File: config.mk
export PLATFORM = sky130hd
export DESIGN_NAME = rle_playback
export DESIGN_NICKNAME = d
export VERILOG_FILES = /design/src/rtl/rle_pkg.sv /design/src/rtl/rle_playback_decoder.sv /design/src/rtl/rle_playback.sv
export SDC_FILE = /design/constraint.sdc
export NUM_CORES = 1
export LEC_CHECK = 0
export BUFFER_PORTS_ARGS = -buffer_cell sky130_fd_sc_hd__buf_2
export CAP_MARGIN = 20
export CORE_AREA = 3 3 112 168
export CTS_CLUSTER_SIZE = 14
export DETAILED_ROUTE_END_ITERATION = 12
export DIE_AREA = 0 0 115 171
export GPL_ROUTABILITY_DRIVEN = 0
export PLACE_DENSITY_LB_ADDON = 0.1
export RECOVER_POWER = 25
export SLEW_MARGIN = 20
export SYNTH_ARGS = -nofsm -noshare
export SYNTH_HDL_FRONTEND = slang
export SYNTH_SLANG_ARGS = --single-unit
File: constraint.sdc
create_clock -name clk -period 8.7 [get_ports clk]
set_clock_uncertainty 0.2 [all_clocks]
set_input_delay 1.305 -clock clk [delete_from_list [all_inputs] [get_ports clk]]
set_output_delay 1.305 -clock clk [all_outputs]
set_load 0.05 [all_outputs]
File: src/rtl/rle_pkg.sv
// Shared definitions for the run-length encode/capture/playback family.
// Holds the default word geometry, the {data, length} field layout helpers
// and the playback FSM state type.
package rle_pkg;

  // Default replayed data width and run-length field width.
  localparam int RLE_DATA_WIDTH   = 24;
  localparam int RLE_LENGTH_WIDTH = 8;

  // The length field always sits in the low bits of a stored word.
  localparam int RLE_LEN_LSB = 0;

  // The data field sits directly above the length field.
  function automatic int rle_data_lsb(input int length_width);
    return length_width;
  endfunction

  // Playback controller states.
  typedef enum logic {
    ST_IDLE = 1'b0,
    ST_RUN  = 1'b1
  } rle_state_e;

endpackage

File: src/rtl/rle_playback_decoder.sv
// run_length_decoder: expands one {data, length} word into length+1
// consecutive valid output cycles. A new word is accepted when idle or on
// the final cycle of the current run, so runs follow each other gap-free.
module run_length_decoder
  import rle_pkg::*;
#(
  parameter int DATA_WIDTH   = RLE_DATA_WIDTH,
  parameter int LENGTH_WIDTH = RLE_LENGTH_WIDTH
) (
  input  logic                    clk,
  input  logic                    rst_n,
  input  logic                    i_flush,
  input  logic                    i_in_valid,
  output logic                    o_in_ready,
  input  logic [DATA_WIDTH-1:0]   i_in_data,
  input  logic [LENGTH_WIDTH-1:0] i_in_length,
  output logic [DATA_WIDTH-1:0]   o_data_out,
  output logic                    o_data_valid
);

  localparam logic [LENGTH_WIDTH-1:0] CNT_ONE = 1;

  logic [DATA_WIDTH-1:0]   r_data;
  logic [LENGTH_WIDTH-1:0] r_count;
  logic                    r_valid;
  logic                    w_accept;

  // Ready when nothing is playing or the current run ends this cycle.
  assign o_in_ready = !r_valid || (r_count == '0);
  assign w_accept   = i_in_valid && o_in_ready;

  // Run state: load a new word, count the current run down, or flush.
  // NOTE: state registers use non-blocking assignments so every flop samples
  // the pre-edge values of the others, exactly like the hardware.
  always_ff @(posedge clk or negedge rst_n) begin
    if (!rst_n) begin
      r_data  <= '0;
      r_count <= '0;
      r_valid <= 1'b0;
    end else if (i_flush) begin
      // Abort drops the run but keeps the last value on data_out.
      r_count <= '0;
      r_valid <= 1'b0;
    end else if (w_accept) begin
      r_data  <= i_in_data;
      r_count <= i_in_length;
      r_valid <= 1'b1;
    end else if (r_valid) begin
      if (r_count == '0) begin
        r_valid <= 1'b0;
      end else begin
        r_count <= r_count - CNT_ONE;
      end
    end
  end

  assign o_data_out   = r_data;
  assign o_data_valid = r_valid;

endmodule

File: src/rtl/rle_playback.sv
// rle_playback: replays run-length-encoded words {data, length} from a
// word memory with one-cycle read latency. Words 0..last_addr are fetched
// through a 2-entry prefetch buffer and expanded gap-free by a
// run_length_decoder instance.
// Build option: define RLE_PLAYBACK_LOOP_EN to wrap the read pointer back to
// address 0 after the last word and repeat forever (no done pulse).
module rle_playback
  import rle_pkg::*;
#(
  parameter int DEPTH        = 11,
  parameter int DATA_WIDTH   = RLE_DATA_WIDTH,
  parameter int LENGTH_WIDTH = RLE_LENGTH_WIDTH
) (
  input  logic                               clk,
  input  logic                               rst_n,
  input  logic                               start,
  input  logic                               stop,
  input  logic [DEPTH-1:0]                   last_addr,
  output logic [DEPTH-1:0]                   mem_addr,
  output logic                               mem_rd,
  input  logic [DATA_WIDTH+LENGTH_WIDTH-1:0] mem_data,
  output logic [DATA_WIDTH-1:0]              data_out,
  output logic                               data_valid,
  output logic                               busy,
  output logic                               done
);

  localparam int               WORD_WIDTH = DATA_WIDTH + LENGTH_WIDTH;
  localparam int               DATA_LSB   = rle_data_lsb(LENGTH_WIDTH);
  localparam logic [DEPTH:0]   PTR_ONE    = 1;

  // Controller state and registered outputs.
  rle_state_e        r_state;
  logic              r_busy;
  logic              r_done;
  logic              r_mem_rd;
  logic [DEPTH-1:0]  r_mem_addr;
  logic [DEPTH-1:0]  r_last_addr;
  // One extra bit so last_addr = 2^DEPTH-1 terminates instead of wrapping.
  logic [DEPTH:0]    r_rd_ptr;
  // Read data is on mem_data this cycle (mem_rd was high last cycle).
  logic              r_ret_valid;

  // Prefetch buffer: entry 0 is the oldest word.
  logic [1:0]            r_buf_cnt;
  logic [WORD_WIDTH-1:0] r_buf [2];

  logic [WORD_WIDTH-1:0] w_head;
  logic                  w_avail;
  logic                  w_dec_in_valid;
  logic                  w_dec_ready;
  logic                  w_consume;
  logic                  w_pop;
  logic                  w_push;
  logic                  w_wr_idx;
  logic [1:0]            w_buf_cnt_next;
  logic                  w_fetch_room;
  logic                  w_more;
  logic                  w_finish;
  logic [DEPTH:0]        w_start_ptr;
  logic [DEPTH:0]        w_ptr_next;

  // Word routing: buffered words go first, otherwise returning read data
  // bypasses the buffer straight into the decoder.
  // NOTE: every signal gets a value before any condition, so no path through
  // this block leaves a signal unassigned and no latch is inferred.
  always_comb begin
    w_head         = (r_buf_cnt != 2'd0) ? r_buf[0] : mem_data;
    w_avail        = (r_buf_cnt != 2'd0) || r_ret_valid;
    w_dec_in_valid = (r_state == ST_RUN) && w_avail;
    w_consume      = w_dec_in_valid && w_dec_ready && !stop;
    w_pop          = w_consume && (r_buf_cnt != 2'd0);
    w_push         = r_ret_valid && !(w_consume && (r_buf_cnt == 2'd0));
    // Write slot is the occupancy left after a same-cycle pop.
    w_wr_idx       = ((r_buf_cnt - {1'b0, w_pop}) != 2'd0);
    w_buf_cnt_next = r_buf_cnt + {1'b0, r_ret_valid} - {1'b0, w_consume};
    // Buffered words plus the read still in flight must stay below two
    // before another read may be issued.
    w_fetch_room   = ({1'b0, w_buf_cnt_next} + {2'b00, r_mem_rd}) < 3'd2;
  end

`ifdef RLE_PLAYBACK_LOOP_EN
  // Looping fetch: the pointer wraps to 0 after the last word, never ends.
  always_comb begin
    w_more      = 1'b1;
    w_finish    = 1'b0;
    w_start_ptr = (last_addr == '0) ? '0 : PTR_ONE;
    w_ptr_next  = (r_rd_ptr[DEPTH-1:0] == r_last_addr) ? '0 : r_rd_ptr + PTR_ONE;
  end
`else
  // Single-pass fetch: stop reading past last_addr, finish once drained.
  always_comb begin
    w_more      = (r_rd_ptr <= {1'b0, r_last_addr});
    w_finish    = !w_more && !r_mem_rd && !r_ret_valid &&
                  (r_buf_cnt == 2'd0) && w_dec_ready;
    w_start_ptr = PTR_ONE;
    w_ptr_next  = r_rd_ptr + PTR_ONE;
  end
`endif

  // Playback FSM with fetch unit; all outputs are registered here.
  always_ff @(posedge clk or negedge rst_n) begin
    if (!rst_n) begin
      r_state     <= ST_IDLE;
      r_busy      <= 1'b0;
      r_done      <= 1'b0;
      r_mem_rd    <= 1'b0;
      r_mem_addr  <= '0;
      r_last_addr <= '0;
      r_rd_ptr    <= '0;
      r_ret_valid <= 1'b0;
      r_buf_cnt   <= 2'd0;
    end else begin
      r_done <= 1'b0;
      case (r_state)
        ST_IDLE: begin
          r_mem_rd    <= 1'b0;
          r_ret_valid <= 1'b0;
          r_buf_cnt   <= 2'd0;
          // Stop in the same cycle wins over start.
          if (start && !stop) begin
            r_state     <= ST_RUN;
            r_busy      <= 1'b1;
            r_last_addr <= last_addr;
            r_mem_rd    <= 1'b1;
            r_mem_addr  <= '0;
            r_rd_ptr    <= w_start_ptr;
          end
        end
        ST_RUN: begin
          if (stop) begin
            // Abort: drop buffered words and the read in flight.
            r_state     <= ST_IDLE;
            r_busy      <= 1'b0;
            r_mem_rd    <= 1'b0;
            r_ret_valid <= 1'b0;
            r_buf_cnt   <= 2'd0;
          end else if (w_finish) begin
            r_state     <= ST_IDLE;
            r_busy      <= 1'b0;
            r_done      <= 1'b1;
            r_mem_rd    <= 1'b0;
            r_ret_valid <= 1'b0;
            r_buf_cnt   <= 2'd0;
          end else begin
            r_ret_valid <= r_mem_rd;
            r_buf_cnt   <= w_buf_cnt_next;
            r_mem_rd    <= w_more && w_fetch_room;
            if (w_more && w_fetch_room) begin
              r_mem_addr <= r_rd_ptr[DEPTH-1:0];
              r_rd_ptr   <= w_ptr_next;
            end
          end
        end
        default: r_state <= ST_IDLE;
      endcase
    end
  end

  // Prefetch buffer storage: shift out on pop, then write returning data.
  // NOTE: the buffer words carry no reset; r_buf_cnt alone says which are
  // meaningful, so resetting the data would only cost reset fan-out.
  always_ff @(posedge clk) begin
    if (w_pop) begin
      r_buf[0] <= r_buf[1];
    end
    if (w_push) begin
      r_buf[w_wr_idx] <= mem_data;
    end
  end

  run_length_decoder #(
    .DATA_WIDTH   (DATA_WIDTH),
    .LENGTH_WIDTH (LENGTH_WIDTH)
  ) u_decoder (
    .clk          (clk),
    .rst_n        (rst_n),
    .i_flush      (stop),
    .i_in_valid   (w_dec_in_valid),
    .o_in_ready   (w_dec_ready),
    .i_in_data    (w_head[DATA_LSB +: DATA_WIDTH]),
    .i_in_length  (w_head[RLE_LEN_LSB +: LENGTH_WIDTH]),
    .o_data_out   (data_out),
    .o_data_valid (data_valid)
  );

  assign busy     = r_busy;
  assign done     = r_done;
  assign mem_rd   = r_mem_rd;
  assign mem_addr = r_mem_addr;

endmodule

==> metrics.md, run 1 <==
| Metric | Value |
|---|---|
| Count of buffer and inverter cells on the critical path | 1 |
| Clock power frac | 38.7% |
| Fin Setup TNS | 0 ps |
| Total GRT Usage | 14.9% |
| Startpoint Class | primary input |
| Diodes inserted | 0 |
| Die area | 19,700 µm² |
| Worst hold margin | 288 ps |
| Sw Pwr | 0.596 mW |
| Die Y | 171 µm |
| Final min period | 4810 ps |
| FMAX | 208 MHz |
| Die W | 115 µm |
| Setup violators final | 0 |
| Number of flops mapped to enable cells by yosys | 64 |
| Synth Flop Type | dfrtp_1 |
| Crit path required time | 8060 ps |
| Port Buffers | 85 |
| Violated checks | max-capacitance violations, max-slew violations |
| Post-DR wirelength/cell | 16.2 µm |
| Layout fillers | 1,697 |
| Power per cell area | 256 nW/µm² |
| Mapped Cells | 537 |
| Clock Sink Count | 138 |
| Max-cap check violation count | 1 |
| Sequential area share after synthesis | 61.7% |
| CP Capture Type | async pin |
| I/O pin total | 86 |
| CTS clock-pin slew for the worst setup and hold paths | 60 ps |
| Crit path max-delay cell type | clkbuf_1 |
| Actual slew at the worst max-slew pin | 4090 ps |
| Period utilization | 55.3% |
| Outcome | complete, but fails checks |
| First-pass GRT wire length | 22,500 µm |
| CP cell instances | clkbuf_1 |
| Antenna-violating nets left | 0 |
| Ys Warns | 0 |
| Multi-input logic area | 2160 µm² |
| P_int | 1.30 mW |
| Share of layout cells above drive strength 1 | 15.8% |
| Layout area overhead | 20.6% |
| WL final | 13,800 µm |
| Initial antenna violation count | 0 |
| Remaining Overflow, GRT | 0 |
| HP Class | reg2reg |
| Post-CTS Hold Buffers | 0 |
| Nets | 687 |
| Post-cts sizing count | 0 |
| Worst-skew pair later-pin latency | 420 ps |
| Syn_nets | 599 |
| Maximum root-to-sink buffer count | 2 |
| Vias/cell | 5.01 |
| Leak | 3.04 nW |
| Largest net degree at the start of global routing | 75 |
| Worst reg2reg setup slack | 4270 ps |
| Final hold violations | 0 |
| HPWL after detailed placement | 9240 µm |
| CTS tree | done |
| Residual DRC count | 0 |
| Vias in the first global route | 4,332 |
| Worst EP arrival | 4180 ps |
| Vias | 4,267 |
| Net Sw Frac | 31.5% |
| Max-slew violation count | 75 |
| RSZ-0062 raised after global routing | false |
| Crit-path max cell delay | 2830 ps |
| H-tree levels | 4 |
| Critical path class | in2async |
| Initial Utilization | 35.1% |
| Iteration-0 DRC count of the detailed router | 261 |
| Flops & latches, synth | 138 |
| Setup bufs post-CTS | 0 |
| Logic gate share of total power | 19.5% |
| Sequential share of power | 41.8% |
| Drt pass-1 iters | 4 |
| VDD IR max | 0.0000939 V |
| FF/Latch Area | 3770 µm² |
| Critical path's top delay family | buffers and inverters |
| Total CTS buffers | 17 |
| Max_slew headroom | -173% |
| Ys async rst share | 53.6% |
| FP Rows | 59 |
| CTS Root Cell | clkbuf_16 |
| Critical path peak fanout | 74 |
| Synth unique cells | 47 |
| Synth Cell Area | 6120 µm² |
| Syn_area_per_cell | 11.4 µm² |
| Core area | 17,400 µm² |
## final cells by class
class | count | area share [%]
tap | 213 | 3.61
sequential | 138 | 51.2
clock buffer | 20 | 6.33
multi-input combinational | 346 | 29.3
clock inverter | 12 | 1.85
timing repair buffer | 93 | 6.28
inverter | 29 | 1.48
## through the flow
stage | worst slack [ps] | utilization, % | power (mW) | area, µm² | std cells
global route | 3030 | 42.3 | 1.99 | 7380 | 851
global placement | 4350 | 38.9 | 1.18 | 6780 | 818
detailed placement | 4250 | 39.1 | 1.18 | 6820 | 819
finish | 3890 | 42.3 | 1.89 | 7380 | 851
CTS | 4220 | 42.6 | 1.93 | 7420 | 851
floorplan | 4140 | - | 1.07 | 6120 | 537
## worst paths after layout
path / start / endpoint / cells after the start
worst min register to register: r_last_addr[0] / r_last_addr[0] / 2
worst max-delay path: rst_n / mem_addr[7] / 1
min in group asynchronous: rst_n / u_decoder.o_data_out[22] / 1
worst min-delay path: r_last_addr[0] / r_last_addr[0] / 2
max in group clk: u_decoder.r_count[0] / r_rd_ptr[11] / 15
worst max register to register: u_decoder.r_count[0] / r_rd_ptr[11] / 15
## cell usage after synthesis (all sizes together) (2+ instances only)
library cell  count  share of area [%]
nand3             6               0.49
and2              2               0.20
or4               6               0.74
dfrtp            74                 30
o31ai             4               0.49
o211ai            3               0.37
a211o             2               0.29
mux2i            12                2.0
mux2             33                6.1
a221oi            2               0.29
clkbuf           21                1.3
a211oi            2               0.25
nor2b             5               0.51
or2               2               0.20
nand2           105                6.4
inv              29                1.8
buf               3               0.37
ha               15                3.1
nor2             44                2.7
edfxtp           64                 31
and3              5               0.51
nor4              2               0.20
nand4             4               0.41
o21ai            23                1.9
a31oi            28                2.9
nor3              6               0.57
or3               6               0.61
a21oi            14                1.1
## layer usage
layer / GRT usage (%) / wire (µm)
met2: 26.8 / 7410
met5: 0 / 0
met1: 16.5 / 5610
met4: 6.18 / 302
met3: 3.50 / 490
## sequential cells by signal (all words and copies together) (netlist names)
signal and cells:
u_decoder.o_data_valid 1, r_state 1, r_buf 64, u_decoder.r_count 8, r_last_addr 11, r_ret_valid 1
mem_addr 11, done 1, r_buf_cnt 2, mem_rd 1, r_rd_ptr 12, busy 1
u_decoder.o_data_out 24
## power by group through the flow
stage / Clock, mW / Sequential [mW] / Combinational (mW)
floorplan: 0 / 0.956 / 0.114
global placement: 0 / 0.803 / 0.373
detailed placement: 0 / 0.805 / 0.377
CTS: 0.757 / 0.792 / 0.378
global route: 0.781 / 0.800 / 0.408
finish: 0.732 / 0.790 / 0.370
## kinds of logic (layout without fill, tap and decap cells)
| group | Yosys count | in the layout | share of synthesized area (%) |
|---|---|---|---|
| buf+inv | 53 | 154 | 3.44 |
| flops | 138 | 138 | 61.7 |
| fa+ha+maj | 15 | 15 | 3.07 |
| mux | 45 | 45 | 8.04 |
| xor+xnor | 2 | 2 | 0.511 |
| compound gates | 87 | 87 | 8.88 |
| simple gates | 197 | 197 | 14.4 |
## cell usage in the layout, fill, tap and decap left out, types with 5 or more instances in the layout
master / instances
o21ai_0: 21
and3_1: 5
mux2i_1: 12
or3_1: 6
buf_2: 51
dfrtp_1: 74
clkbuf_16: 17
ha_1: 15
a31oi_1: 28
nor2b_1: 5
edfxtp_1: 64
nor3_1: 5
buf_4: 7
a21oi_1: 14
nor2_1: 43
clkbuf_1: 34
mux2_1: 30
nand3_1: 6
or4_1: 6
inv_1: 29
nand2_1: 105
Power figures use the tool's default switching activity.
==> run 2, diff against run 1 <==
==> constraint.sdc (replaced) <==
create_clock -name clk -period 4.01 [get_ports clk]
set_clock_uncertainty 0.2 [all_clocks]
set_input_delay 0.6015 -clock clk [delete_from_list [all_inputs] [get_ports clk]]
set_output_delay 0.6015 -clock clk [all_outputs]
set_load 0.05 [all_outputs]
==> run 2 against run 1 <==
The run still ends with max-capacitance violations, max-slew violations left. Routed wire length is 0.49% lower. Non-clock buffer count grew 7. Global-route usage increased by 0.077 points. Register-to-register slack worse by 4000 ps. Sequential power grew 120%. Setup slack worse by 3600 ps. Via count shrank 0.37%. Largest power group unchanged.
==> metrics.md, run 2 (same netlist as run 1, synthesis figures left out) <==
| Metric | Value |
|---|---|
| H-tree levels | 4 (unchanged) |
| Max-slew violation count | 75 (unchanged) |
| Leak | 3.08 nW (was 3.04 nW) |
| Total CTS buffers | 17 (unchanged) |
| Critical path peak fanout | 6 (was 74) |
| Layout area overhead | 22.0% (was 20.6%) |
| Max-cap check violation count | 1 (unchanged) |
| Die area | 19,700 µm² (unchanged) |
| Violated checks | max-capacitance violations, max-slew violations (unchanged) |
| Initial Utilization | 35.1% (unchanged) |
| Outcome | complete, but fails checks (unchanged) |
| Die W | 115 µm (unchanged) |
| Layout fillers | 1,681 (was 1,697) |
| Setup violators final | 0 (unchanged) |
| Die Y | 171 µm (unchanged) |
| WL final | 13,800 µm (about the same) |
| Power per cell area | 558 nW/µm² (was 256 nW/µm²) |
| First-pass GRT wire length | 22,800 µm (was 22,500 µm) |
| Final hold violations | 0 (unchanged) |
| Most common cell after layout, fill and taps aside | nand2_1 (unchanged) |
| Total GRT Usage | 14.9% (about the same) |
| CTS Root Cell | clkbuf_16 (unchanged) |
| RSZ-0062 raised after global routing | false (unchanged) |
| FF/Latch Area | 3770 µm² (unchanged) |
| PnR worst setup slack | 288 ps (was 3890 ps) |
| Startpoint Class | flip-flop (was primary input) |
| Max reg flops | 64 (unchanged) |
| FP Rows | 59 (unchanged) |
| Max_slew headroom | -30.5% (was -173%) |
| Commonest non-fill, non-tap cells in the layout | nand2_1 (105), dfrtp_1 (74), edfxtp_1 (64), buf_2 (52), nor2_1 (43) (was nand2_1 (105), dfrtp_1 (74), edfxtp_1 (64), buf_2 (51), nor2_1 (43)) |
| Core area | 17,400 µm² (unchanged) |
| Maximum root-to-sink buffer count | 2 (unchanged) |
| I/O pin total | 86 (unchanged) |
| Nets | 694 (was 687) |
| Worst EP arrival | 3840 ps (was 4180 ps) |
| Share of layout cells above drive strength 1 | 17.2% (was 15.8%) |
| Largest net degree at the start of global routing | 75 (unchanged) |
| Clock Sink Count | 138 (unchanged) |
| Antenna-violating nets left | 0 (unchanged) |
| HPWL after detailed placement | 9100 µm (was 9240 µm) |
| Vias | 4,251 (was 4,267) |
| Vias in the first global route | 4,415 (was 4,332) |
| FMAX | 269 MHz |
| Largest Register | r_buf (unchanged) |
| Diodes inserted | 0 (unchanged) |
| Fin Setup TNS | 0 ps (unchanged) |
| Drt pass-1 iters | 4 (unchanged) |
| Post-CTS Hold Buffers | 0 (unchanged) |
| VDD IR max | 0.000250 V (was 0.0000939 V) |
| Port Buffers | 85 (unchanged) |
| Iteration-0 DRC count of the detailed router | 185 (was 261) |
| Worst hold margin | 184 ps (was 288 ps) |
| CP Capture Type | flip-flop (was async pin) |
| Initial antenna violation count | 0 (unchanged) |
| Critical path class | reg2reg (was in2async) |
| Residual DRC count | 0 (unchanged) |
| Crit path required time | 4130 ps (was 8060 ps) |
| Period utilization | 92.8% |
| Post-DR wirelength/cell | 16.0 µm (was 16.2 µm) |
| Worst slack, placed | 118 ps (was 4250 ps) |
| Actual slew at the worst max-slew pin | 1960 ps (was 4090 ps) |
| Vias/cell | 4.95 (was 5.01) |
| Worst-skew pair later-pin latency | 410 ps (was 420 ps) |
| Multi-input logic area | 2160 µm² (about the same) |
| Final min period | 3720 ps |
| Remaining Overflow, GRT | 0 (unchanged) |
| HP Class | in2reg (was reg2reg) |
| CTS clock-pin slew for the worst setup and hold paths | 60 ps (about the same) |
| CTS tree | done (unchanged) |
-- run 2: cell count changes in the layout (fill, tap and decap cells not counted), sizes merged --
cell,previous run,this run
buf,59,67
bufinv,2,3
clkbuf,54,51
clkinv,5,3
clkinvlp,1,2
inv,33,35
-- run 2: layout make-up --
type / count / area share, %
Timing Repair Buffer: 100 / 7.11
Multi-Input combinational cell: 346 / 29.0
Sequential cell: 138 / 50.6
Clock inverter: 14 / 2.45
Tap cell: 213 / 3.57
Clock buffer: 18 / 5.89
Inverter: 29 / 1.46
-- run 2: what timing repair did --
| action | 4_1_cts | 5_1_grt |
|---|---|---|
| buffers inserted | 0 | 4 |
| resized for setup | 0 | 1 |
| endpoints found under the setup margin | 0 | 36 |
-- run 2: final timing paths --
kind	start	end	slack, ps	cells after the start
setup reg to reg	u_decoder.r_count[0]	r_rd_ptr[11]	290	14
hold reg to reg	r_last_addr[0]	r_last_addr[0]	290	2
setup / recovery	u_decoder.r_count[0]	r_rd_ptr[11]	290	14
hold / removal	last_addr[7]	r_last_addr[7]	180	3
min in group asynchronous	rst_n	u_decoder.o_data_out[0]	530	1
max in group asynchronous	rst_n	r_buf_cnt[0]	1910	1
-- run 2: worst max-delay path, cell delays in order (launching register included) --
cell and delay (ps):
dfrtp_1 420, inv_1 80, ha_1 170, or3b_1 420
o41a_1 420, nor3_4 160, ha_1 250, inv_1 50
ha_1 140, xnor3_1 190, nand3_2 130, nor3_1 160
nand4_1 210, or4_1 440, o31ai_1 200
-- run 2: through the flow --
| stage | instance area, µm² | util, % | total power [mW] | cells |
|---|---|---|---|---|
| global placement | 6820 | 39.1 | 2.55 | 821 |
| global route | 7460 | 42.8 | 4.37 | 858 |
| CTS | 7440 | 42.7 | 4.23 | 853 |
| detailed placement | 6820 | 39.1 | 2.56 | 821 |
| finish | 7460 | 42.8 | 4.16 | 858 |
| floorplan | 6120 | - | 2.32 | 537 |
-- run 2: power breakdown --
| part | leakage (nW) | switching (mW) | internal [mW] |
|---|---|---|---|
| clock network | 0.300 | 0.638 | 1.01 |
| logic | 1.26 | 0.588 | 0.217 |
| registers | 1.51 | 0.0841 | 1.62 |
-- run 2: layer usage --
metal  part of all wire, %  vias to the layer above  wire length (µm)  GRT usage (%)
met5                     0                        -                 0              0
met4                   1.3                        0               184           5.11
met3                   3.2                       14               443           3.54
met2                    55                       64              7550           27.3
met1                    41                     2072              5580           16.8
li1                      -                     2101                 -              -
